**config.mk**
```make
export PLATFORM = sky130hd
export DESIGN_NAME = hold_toggle_bank
export DESIGN_NICKNAME = d
export VERILOG_FILES = /design/src/rtl/hold_toggle_bank.sv
export SDC_FILE = /design/constraint.sdc
export NUM_CORES = 1
export LEC_CHECK = 0
export BUFFER_PORTS_ARGS = -buffer_cell sky130_fd_sc_hd__buf_2
export CORE_UTILIZATION = 37
export CTS_CLUSTER_SIZE = 12
export DETAILED_ROUTE_END_ITERATION = 8
export PLACE_DENSITY = 0.6
export SYNTH_ARGS = -nofsm -noshare
export SYNTH_HDL_FRONTEND = slang
export SYNTH_SLANG_ARGS = --single-unit
```
**constraint.sdc**
```tcl
create_clock -name clk -period 3.27 [get_ports clk]
set_input_delay 0.1635 -clock clk [delete_from_list [all_inputs] [get_ports clk]]
set_output_delay 0.1635 -clock clk [all_outputs]
set_load 0.03 [all_outputs]
```
**src/rtl/hold_toggle_bank.sv**
```systemverilog
// Multi-channel long-press detector and toggle bank for push-buttons.
// Optional auto-repeat of hold_pulse while held: define HOLD_TOGGLE_REPEAT_EN.
module hold_toggle_bank #(
    parameter int CHANNELS      = 4,
    parameter int frec_fpga     = 50000000,
    parameter int segundos      = 5,
    parameter int REPEAT_CYCLES = frec_fpga / 4,
    parameter int ACTIVE_LOW    = 1
) (
    input  logic                clk,
    input  logic                rst_n,
    input  logic [CHANNELS-1:0] btn,
    input  logic [CHANNELS-1:0] clr_toggle,
    output logic [CHANNELS-1:0] pressed,
    output logic [CHANNELS-1:0] toggle_q,
    output logic [CHANNELS-1:0] hold_pulse,
    output logic [CHANNELS-1:0] short_pulse
);

    localparam int HOLD_CYCLES = frec_fpga * segundos;
`ifdef HOLD_TOGGLE_REPEAT_EN
    localparam int CNT_MAX = (HOLD_CYCLES > REPEAT_CYCLES) ? HOLD_CYCLES : REPEAT_CYCLES;
`else
    localparam int CNT_MAX = HOLD_CYCLES;
`endif
    localparam int CW = $clog2(CNT_MAX + 1);
    localparam logic [CW-1:0] HOLD_VAL = CW'(HOLD_CYCLES);
`ifdef HOLD_TOGGLE_REPEAT_EN
    localparam logic [CW-1:0] REPEAT_VAL = CW'(REPEAT_CYCLES);
`endif
    // Synchroniser flops rest at the released pin level so reset never looks like a press
    localparam logic SYNC_IDLE = (ACTIVE_LOW != 0) ? 1'b1 : 1'b0;

    typedef enum logic [1:0] {
        ST_IDLE  = 2'd0,
        ST_COUNT = 2'd1,
        ST_HELD  = 2'd2
    } state_t;

    if (CHANNELS < 1 || HOLD_CYCLES < 2 || REPEAT_CYCLES < 2) begin : g_bad_cfg
        $error("hold_toggle_bank: CHANNELS must be >= 1, hold and repeat periods >= 2");
    end

    for (genvar i = 0; i < CHANNELS; i++) begin : g_ch
        logic          r_sync1;
        logic          r_sync2;
        logic          r_pressed;
        state_t        r_state;
        logic [CW-1:0] r_cnt;
        logic          r_toggle;
        logic          r_hold;
        logic          r_short;
        logic          w_level;
        logic          w_flip;

        assign w_level = (ACTIVE_LOW != 0) ? ~r_sync2 : r_sync2;
        assign w_flip  = (r_state == ST_COUNT) && r_pressed && (r_cnt == HOLD_VAL);

        // Two-flop synchroniser followed by the registered, polarity-normalised press level
        always_ff @(posedge clk or negedge rst_n) begin
            if (!rst_n) begin
                r_sync1   <= SYNC_IDLE;
                r_sync2   <= SYNC_IDLE;
                r_pressed <= 1'b0;
            end else begin
                r_sync1   <= btn[i];
                r_sync2   <= r_sync1;
                r_pressed <= w_level;
            end
        end

        // Press-timing state machine with registered event pulses
        always_ff @(posedge clk or negedge rst_n) begin
            if (!rst_n) begin
                r_state <= ST_IDLE;
                r_cnt   <= '0;
                r_hold  <= 1'b0;
                r_short <= 1'b0;
            end else begin
                r_hold  <= 1'b0;
                r_short <= 1'b0;
                case (r_state)
                    ST_IDLE: begin
                        if (r_pressed) begin
                            r_state <= ST_COUNT;
                            r_cnt   <= CW'(1'b1);
                        end else begin
                            r_cnt   <= '0;
                        end
                    end
                    ST_COUNT: begin
                        if (!r_pressed) begin
                            r_state <= ST_IDLE;
                            r_cnt   <= '0;
                            r_short <= 1'b1;
                        end else if (r_cnt == HOLD_VAL) begin
                            r_state <= ST_HELD;
                            r_cnt   <= '0;
                            r_hold  <= 1'b1;
                        end else begin
                            r_cnt   <= r_cnt + CW'(1'b1);
                        end
                    end
                    ST_HELD: begin
                        if (!r_pressed) begin
                            r_state <= ST_IDLE;
                            r_cnt   <= '0;
                        end else begin
`ifdef HOLD_TOGGLE_REPEAT_EN
                            if (r_cnt == REPEAT_VAL) begin
                                r_cnt  <= '0;
                                r_hold <= 1'b1;
                            end else begin
                                r_cnt  <= r_cnt + CW'(1'b1);
                            end
`else
                            r_cnt <= '0;
`endif
                        end
                    end
                    default: begin
                        r_state <= ST_IDLE;
                        r_cnt   <= '0;
                    end
                endcase
            end
        end

        // Toggle flag: a clear request beats a simultaneous threshold flip
        always_ff @(posedge clk or negedge rst_n) begin
            if (!rst_n) begin
                r_toggle <= 1'b0;
            end else if (clr_toggle[i]) begin
                r_toggle <= 1'b0;
            end else if (w_flip) begin
                r_toggle <= ~r_toggle;
            end else begin
                r_toggle <= r_toggle;
            end
        end

        assign pressed[i]     = r_pressed;
        assign toggle_q[i]    = r_toggle;
        assign hold_pulse[i]  = r_hold;
        assign short_pulse[i] = r_short;
    end

endmodule

```
==> results of run 1 <==
## per-stage QoR
step	cells	instance area, µm²	util [%]
after floorplan	742	7320	-
after global placement	987	7530	38.8
after detailed placement	987	7530	38.8
after CTS	1025	8150	42.0
after global routing	1025	8150	42.0
final	1025	8150	42.0
## synth_stat cells, types with 8 or more instances
cell,number
buf_4,18
dfstp_2,8
xor2_1,23
nand2_1,36
nor3_1,15
xnor2_1,26
or4_1,31
nand4_1,33
nand3_1,37
clkbuf_1,14
o21ai_0,27
buf_2,11
dfrtp_1,136
nor2_1,69
ha_1,8
or3_1,26
o31ai_1,29
a21oi_1,58
and4_1,12
inv_1,29
and3_1,15
nor4_1,10
## critical path: cells and delay by family, from the launching register on
| family | cells | cell delay, ns |
|---|---|---|
| compound gates | 2 | 0.46 |
| buf+inv | 1 | 0.29 |
| flops | 1 | 0.43 |
| simple gates | 2 | 1.07 |
## per-layer routing
metal | track usage [%] | vias up
li1 | - | 2710
met1 | 20.8 | 2653
met2 | 23.7 | 80
met3 | 4.09 | 13
met4 | 5.26 | 2
met5 | 0 | -
## power groups by stage
stage          clock (mW)  combinational, mW  sequential [mW]
4_1_cts              1.87              0.131             1.82
3_5_place_dp            0              0.124             1.85
3_3_place_gp            0              0.125             1.85
2_1_floorplan           0             0.0703             1.85
6_report             1.83              0.125             1.82
5_1_grt              1.94              0.145             1.82
## area by class of cell
cell class / count / area share (%)
clock buffers: 18 / 5.39
flip-flops and latches: 144 / 44.3
repair buffers: 34 / 2.78
multi-input cells: 521 / 40.6
well taps: 265 / 4.07
clock inverters: 14 / 1.44
inverters: 29 / 1.34
## worst max path at each step
stage                     start                 to  slack, ns
5_1_grt        g_ch[2].r_cnt[3]  g_ch[2].r_cnt[20]       0.76
2_1_floorplan  g_ch[2].r_cnt[3]   g_ch[2].r_toggle       1.24
4_1_cts        g_ch[2].r_cnt[3]  g_ch[2].r_cnt[26]       0.88
3_5_place_dp   g_ch[2].r_cnt[3]  g_ch[2].r_cnt[26]       0.90
3_3_place_gp   g_ch[2].r_cnt[3]   g_ch[2].r_cnt[9]       0.95
6_report       g_ch[2].r_cnt[3]  g_ch[2].r_cnt[24]       0.89
## kinds of logic after synthesis
| kind of cell | count (synthesis) | synth area share [%] |
|---|---|---|
| buf+inv | 77 | 5.49 |
| simple gates | 330 | 26.2 |
| flops | 144 | 49.4 |
| mux | 3 | 0.461 |
| fa+ha+maj | 8 | 1.37 |
| compound gates | 131 | 11.3 |
| xor+xnor | 49 | 5.86 |
## state kept, by name, indices dropped and copies added, names as in the netlist
register / count
g_ch.r_cnt: 112
g_ch.r_hold: 4
g_ch.r_pressed: 4
g_ch.r_short: 4
g_ch.r_state: 8
g_ch.r_sync1: 4
g_ch.r_sync2: 4
g_ch.r_toggle: 4
==> flow_summary.ini, run 1 <==
[pwr]
p_int_mw = 2.90
power.density_nw_per_um2 = 464
cellLeakagePower_nw = 3.13
clock_power_share_pct = 48.4
report.power.total_mw = 3.78
seqPwrFrac_pct = 48.2
combPwrFrac_pct = 3.3
swShare_pct = 23.2
switchingPower_mw = 0.875
peakVddDrop_v = 0.000330

[critical_path]
rr_worst_depth = 5
rr_startpoint = g_ch[2].r_cnt[3]
reg2reg_to = g_ch[2].r_cnt[24]
slowest_delay_ns = 0.69
critPathKind = register to register
path_cells = or3b_1 > or4_1 > o21ai_4 > buf_4 > a21oi_1
critPathLaunchType = register
critPathSlowestCell = or4_1
ff2ff_setup_slack_ns = 0.89
cp_max_fo = 14
worst-endpoint-required_ns = 3.57
arrival_ns = 2.67
worstSetupEndpointType = register

[synthesis]
yosysUniqueCellTypes = 55
synthFlopType = dfrtp_1
ys_ff_latch = 144
yosysTopAreaCellShare_pct = 46.5
synth_area_um2 = 7320
yosys_warnings = 0
synth_area_leaders = dfrtp_1, a21oi_1, nor2_1, or4_1, xnor2_1
async_flop_share_pct = 100
synth_area_per_cell_um2 = 9.87
ys_seq_area_share_pct = 49.4
synth-edff-count = 0
synth_nets = 760
synth.largest_area_cell = dfrtp_1
synth_cells = 742

[outcome]
outcome = finished, final reports clean

[clocking]
cts_made_buffers = 17
cts_tree = built
clk_pin_slew_worst_paths_ns = 0.06
root_buffer = clkbuf_16
postCtsHoldBufs = 6
cts_buffer_depth = 2
cts-resized-gates = 0
worstSkewPairLatency_ns = 0.42
cts-htree-levels = 4
clock_sinks = 144
postCtsSetupBuffers = 0

[timing]
max_slew.worst_pin.slew_ns = 0.782
maxSlewViolCount = 0
timing.final.ws_setup_ns = 0.893
fin_crit_sh_pct = 72.7
fin_skew_ns = 0.0112
grt_setup_unrepaired = no
final.setup.tns_ns = 0
max_freq_ghz = 0.421
hold_viol = 0
finalSetupViolCount = 0
finalCriticalPeriod_ns = 2.38
whs_ns = 0.0944
max_slew_margin_pct = 47.8

[drt]
ant_nets = 0
dr_wl_met2_um = 6540
dr_total_vias = 5458
top_layer = met5
routedWlPerCell_um = 14.1
drt-initial-drc-count = 353
drc = 0
dr.pass1.iters = 5
wl_met3_um = 511
drt-total-wl_um = 14500
met1_length_um = 7280
avgViaCountPerCell = 5.32

[finish]
diodes = 0
multi_input_area_um2 = 3310
fillers = 1968
most-common-layout-cells = dfrtp_1, nor2_1, a21oi_1, nand3_1, nand2_1
seqCellArea_um2 = 3610
final_common_cell = dfrtp_1
nets = 765
drive_gt1_share_pct = 12.0
area_growth_pct = 11.3

[grt]
grt_first_pass_wirelength_um = 24800
grt_start_max_net_pins = 85
antenna_found_initial = 1
grt_util_all_layers_pct = 15.4
overflow = 0
grt_pass1_vias = 5068

[floorplanning]
dieHeight_um = 143
start_util_pct = 37.7
die_w_um = 143
io_pins = 26
die_area_um2 = 20400
rows = 51
core_um2 = 19400

[place]
port-buffer-count = 25
pre_cts_ws_ns = 0.896
dp_hpwl_um = 9380
gp_congestion = 0.763

[job]
maxCapViolCount = 0

[worst_hold_path]
hold_path.startpoint = clr_toggle[3]
hp-class = input port to register
min_to = g_ch[3].r_toggle
min_path_cells = 3
Power figures use the tool's default switching activity.
==> run 2: changes to the inputs <==
--- a/config.mk
+++ b/config.mk
@@ -5,6 +5,7 @@
 export SDC_FILE = /design/constraint.sdc
 export NUM_CORES = 1
 export LEC_CHECK = 0
+export ABC_AREA = 1
 export BUFFER_PORTS_ARGS = -buffer_cell sky130_fd_sc_hd__buf_2
 export CORE_UTILIZATION = 37
 export CTS_CLUSTER_SIZE = 12
==> constraint.sdc (replaced) <==
create_clock -name clk -period 2.2 [get_ports clk]
set_input_delay 0.11 -clock clk [delete_from_list [all_inputs] [get_ports clk]]
set_output_delay 0.11 -clock clk [all_outputs]
set_load 0.03 [all_outputs]
==> flow_summary.ini, run 2 <==
[clocking]
cts-resized-gates = 0
postCtsHoldBufs = 9
worstSkewPairLatency_ns = 0.42
cts-htree-levels = 4
cts_tree = built
cts_buffer_depth = 2
cts_made_buffers = 17
clk_pin_slew_worst_paths_ns = 0.06
root_buffer = clkbuf_16
clock_sinks = 144
postCtsSetupBuffers = 0

[finish]
fillers = 2313
drive_gt1_share_pct = 9.17
top_register = g_ch.r_cnt
nets = 1292
diodes = 0
area_growth_pct = 13.0
final_common_cell = nand2_1
finalInstanceArea_um2 = 9680
largestRegisters = g_ch.r_cnt: 112 flops, g_ch.r_state: 8 flops
largest_reg_flops = 112
most-common-layout-cells = nand2_1, nor2_1, inv_1, dfrtp_1, nand3_1

[place]
gp_congestion = 0.916
place_area_um2 = 8950
port-buffer-count = 25
dp_hpwl_um = 14600

[synthesis]
synth_cells = 1238
synth_area_leaders = dfrtp_1, nand2_1, nor2_1, inv_1, nand3_1
yosysUniqueCellTypes = 36
ys_ff_latch = 144
synth-edff-count = 0
yosysMostFrequentCell = nand2_1
synthAdderAreaFrac_pct = 1.17
yosys_warnings = 0
synth_common_cells = nand2_1, nor2_1, inv_1, dfrtp_1, nand3_1
synth_area_um2 = 8570
synthFlopType = dfrtp_1
ys_seq_area_share_pct = 42.2
synth_compound_area_share_pct = 1.07
muxShareOfSynthArea_pct = 0
synth_nets = 1256
synth_top_family_by_area = simple AND/OR/NAND/NOR gates
async_flop_share_pct = 100
yosys.area_share.simple_pct = 41.4
synth_xor_area_share_pct = 4.91
synth_area_per_cell_um2 = 6.92
yosysTopAreaCellShare_pct = 39.7
synth.largest_area_cell = dfrtp_1

[drt]
drc = 0
drt-initial-drc-count = 473
dr.pass1.iters = 6
avgViaCountPerCell = 4.67
routedWlPerCell_um = 12.6
ant_nets = 0
drt-total-wl_um = 19800
dr_total_vias = 7339

[floorplanning]
die_w_um = 154
core_um2 = 22600
rows = 55
start_util_pct = 37.8
io_pins = 26
die_area_um2 = 23800
dieHeight_um = 154

[timing]
maxSlewViolCount = 0
finalSetupViolCount = 0
max_slew.worst_pin.slew_ns = 0.599
fin_crit_sh_pct = 81.0
final.setup.tns_ns = 0
max_slew_margin_pct = 60.0
hold_viol = 0
finalCriticalPeriod_ns = 1.78
max_freq_ghz = 0.561
fin_skew_ns = 0.00726
grt_setup_unrepaired = no

[job]
maxCapViolCount = 0

[critical_path]
worst-endpoint-required_ns = 2.49
critPathKind = register to register
cp_max_fo = 20
worstSetupEndpointType = register
critPathLaunchType = register
arrival_ns = 2.08

[grt]
grt_pass1_vias = 7139
grt_first_pass_wirelength_um = 34300
overflow = 0
grt_start_max_net_pins = 64
grt_util_all_layers_pct = 18.0
antenna_found_initial = 0

[pwr]
cellLeakagePower_nw = 4.18
peakVddDrop_v = 0.000447
power.density_nw_per_um2 = 643

[outcome]
outcome = finished, final reports clean

[worst_hold_path]
hp-class = input port to async pin
==> run 2: worst max-delay path, cell delays in order, from the launching register on <==
cell and delay, ns:
dfrtp_1 0.40, inv_1 0.10, ha_1 0.19, nand2_1 0.06
nor2_1 0.14, inv_1 0.05, nor2_1 0.14, nand2_1 0.12
nand2_2 0.36, o21ai_1 0.10
==> run 2: area by class of cell <==
type                       count  area, µm²  share of cell area (%)
multi-input combinational    909       4160                    43.0
sequential                   144       3610                    37.3
inverter                     161        609                    6.30
clock buffer                  19        453                    4.68
tap                          285        357                    3.68
timing repair buffer          41        299                    3.09
clock inverter                13        185                    1.91
==> run 2: worst paths after layout <==
kind	startpoint	end	slack, ns	depth (start not counted)
min in group clk	btn[1]	g_ch[1].r_sync1	0.33	2
min	rst_n	g_ch[3].r_hold	0.24	2
max	g_ch[0].r_cnt[0]	g_ch[0].r_cnt[0]	0.42	9
min reg2reg	g_ch[3].r_sync1	g_ch[3].r_sync2	0.35	0
max reg2reg	g_ch[0].r_cnt[0]	g_ch[0].r_cnt[0]	0.42	9
max in group asynchronous	rst_n	g_ch[0].r_short	1.29	3
==> run 2: per-layer routing <==
layer / vias up / routed length (µm) / GRT usage, %
met5: - / 0 / 0
met4: 0 / 322 / 5.67
met3: 24 / 665 / 3.45
met2: 131 / 8930 / 29.0
met1: 3352 / 9910 / 24.4
li1: 3832 / - / -
==> run 2: cells by family (layout without fill, tap and decap cells) <==
logic type,count (synthesis),count (layout)
and+or+nand+nor,836,836
buffers and inverters,185,234
DFF,144,144
xor gates and xnor gates,48,48
AOI/OAI and AO/OA,17,17
adders and majority gates,8,8
==> run 2: stage by stage <==
stage | setup slack (ns) | power (mW) | utilization [%] | hold WS (ns) | instances
6_report | 0.417 | 6.22 | 42.7 | 0.237 | 1572
5_1_grt | 0.203 | 6.47 | 42.7 | 0.300 | 1572
4_1_cts | 0.390 | 6.32 | 42.7 | 0.259 | 1572
3_5_place_dp | 0.401 | 3.15 | 39.5 | 0.142 | 1531
3_3_place_gp | 0.436 | 3.14 | 39.5 | 0.139 | 1531
2_1_floorplan | 0.667 | 3.02 | - | -0.186 | 1238
==> run 2: power breakdown <==
group          switching, mW  internal (mW)
clock network           1.16           1.96
registers             0.0340           2.70
logic                  0.257          0.106
total                   1.45           4.77
==> run 3: changes to the inputs <==
--- a/config.mk
+++ b/config.mk
@@ -10,7 +10,7 @@
 export CORE_UTILIZATION = 37
 export CTS_CLUSTER_SIZE = 12
 export DETAILED_ROUTE_END_ITERATION = 8
-export PLACE_DENSITY = 0.6
+export PLACE_DENSITY = 0.62
 export SYNTH_ARGS = -nofsm -noshare
 export SYNTH_HDL_FRONTEND = slang
 export SYNTH_SLANG_ARGS = --single-unit
==> constraint.sdc (replaced) <==
create_clock -name clk -period 1.5 [get_ports clk]
set_input_delay 0.075 -clock clk [delete_from_list [all_inputs] [get_ports clk]]
set_output_delay 0.075 -clock clk [all_outputs]
set_load 0.03 [all_outputs]
==> flow_summary.ini, run 3 (synthesis gave the netlist of run 2 again) <==
[drt]
drt-initial-drc-count = 478
met1_length_um = 10400
dr_total_vias = 8099
routedWlPerCell_um = 13.1
ant_nets = 0
drt-total-wl_um = 22300
top_layer = met4
avgViaCountPerCell = 4.74
dr.pass1.iters = 5
dr_wl_met2_um = 10400
drc = 0
wl_met3_um = 952

[grt]
overflow = 0
grt_util_all_layers_pct = 19.1
grt_start_max_net_pins = 61
grt_first_pass_wirelength_um = 36200
antenna_found_initial = 0
grt_pass1_vias = 7658

[timing]
max_slew_margin_pct = 72.0
fin_skew_ns = 0.0110
max_freq_ghz = 0.660
timing.final.ws_setup_ns = -0.0149
max_slew.worst_pin.slew_ns = 0.420
maxSlewViolCount = 0
finalSetupViolCount = 22
fin_crit_sh_pct = 101
grt_setup_unrepaired = yes
hold_viol = 0
finalCriticalPeriod_ns = 1.51

[place]
dp_hpwl_um = 15300
port-buffer-count = 25
gp_congestion = 0.920
place_area_um2 = 9670
placed_cells = 1624

[worst_hold_path]
hp-class = input port to async pin

[clocking]
cts_buffer_depth = 2
cts-htree-levels = 4
cts_made_buffers = 17
cts_tree = built
clk_pin_slew_worst_paths_ns = 0.06
worstSkewPairLatency_ns = 0.43
clock_sinks = 144
root_buffer = clkbuf_16

[finish]
top_register = g_ch.r_cnt
largest_reg_flops = 112
nets = 1427
layoutNonFillerInstCount = 1707
most-common-layout-cells = nand2_1, nor2_1, inv_1, dfrtp_1, buf_4
diodes = 0
final_common_cell = nand2_1
largestRegisters = g_ch.r_cnt: 112 flops, g_ch.r_state: 8 flops
drive_gt1_share_pct = 29.0
area_growth_pct = 34.2
finalInstanceArea_um2 = 11500

[floorplanning]
dieHeight_um = 154
io_pins = 26
core_um2 = 22600
die_area_um2 = 23800
rows = 55
start_util_pct = 37.8
die_w_um = 154

[outcome]
outcome = finished with violations
violations = negative setup slack

[critical_path]
worst-endpoint-required_ns = 1.82
arrival_ns = 1.83
worstSetupEndpointType = register
critPathLaunchType = register
critPathKind = register to register
cp_max_fo = 8

[pwr]
power.density_nw_per_um2 = 804
cellLeakagePower_nw = 4.94
peakVddDrop_v = 0.000557

[job]
maxCapViolCount = 0
## run 3: changes by cell type in the layout (fill, tap and decap cells not counted), sizes merged
cell      change
bufinv        -2
clkinvlp      -2
clkinv        +2
buf         +132
clkbuf        +3
inv           +2
## run 3: routing by layer
layer | vias to the layer above | track usage, %
met5 | - | 0
met4 | 0 | 6.57
met3 | 44 | 3.45
met2 | 186 | 30.3
met1 | 3756 | 26.2
li1 | 4113 | -
## run 3: per-stage QoR
| step | power, mW | hold WS [ns] | TNS (ns) | util (%) | setup slack [ns] |
|---|---|---|---|---|---|
| 6_report | 9.24 | 0.184 | -0.0995 | 50.8 | -0.0149 |
| 5_1_grt | 9.58 | 0.217 | -6.92 | 50.8 | -0.104 |
| 4_1_cts | 9.10 | 0.207 | -0.0182 | 46.8 | -0.0128 |
| 3_5_place_dp | 4.73 | 0.0986 | -2.08 | 42.7 | -0.0787 |
| 3_3_place_gp | 4.72 | 0.0954 | -1.25 | 42.7 | -0.0734 |
| 2_1_floorplan | 4.44 | -0.221 | -0.242 | - | -0.0267 |
## run 3: layout make-up
type / count / area (µm²)
fillers: 2093 / 11100
multi-input cells: 909 / 4850
flip-flops and latches: 144 / 3630
repair buffers: 175 / 1460
inverters: 161 / 614
clock buffers: 20 / 457
well taps: 285 / 357
clock inverters: 12 / 133
repair inverters: 1 / 8.76
## run 3: power by group
part           internal, mW  switching (mW)  total (mW)
clock                  2.54            1.77        4.32
sequential             3.96          0.0459        4.01
combinational         0.380           0.535       0.914
total                  6.89            2.36        9.24
## run 3: timing repair
action,in CTS,in global routing
pin swaps,15,54
setup buffers,12,28
setup endpoints to repair,76,123
resized for setup,40,188
hold buffers,9,0
gates cloned,2,3
hold endpoints to repair,150,0
## run 3: final timing paths
kind                       depth (start not counted)  slack (ns)           endpoint        startpoint
max                                               10       -0.01   g_ch[2].r_cnt[0]  g_ch[2].r_cnt[0]
min                                                3        0.18  g_ch[0].r_cnt[20]             rst_n
max reg2reg                                       10       -0.01   g_ch[2].r_cnt[0]  g_ch[2].r_cnt[0]
min reg2reg                                        0        0.35    g_ch[3].r_sync2   g_ch[3].r_sync1
max in group asynchronous                          3        0.89    g_ch[3].r_sync1             rst_n
min in group clk                                   2        0.29    g_ch[1].r_sync1            btn[1]
## run 3: critical path, stage by stage (launching register included)
cell     delay (ns)
dfrtp_1        0.41
inv_1          0.07
ha_2           0.17
nand2_2        0.05
nor2_2         0.09
nand2_1        0.07
nor2_2         0.14
nand2_1        0.08
nand2_2        0.11
buf_8          0.16
o21ai_2        0.05
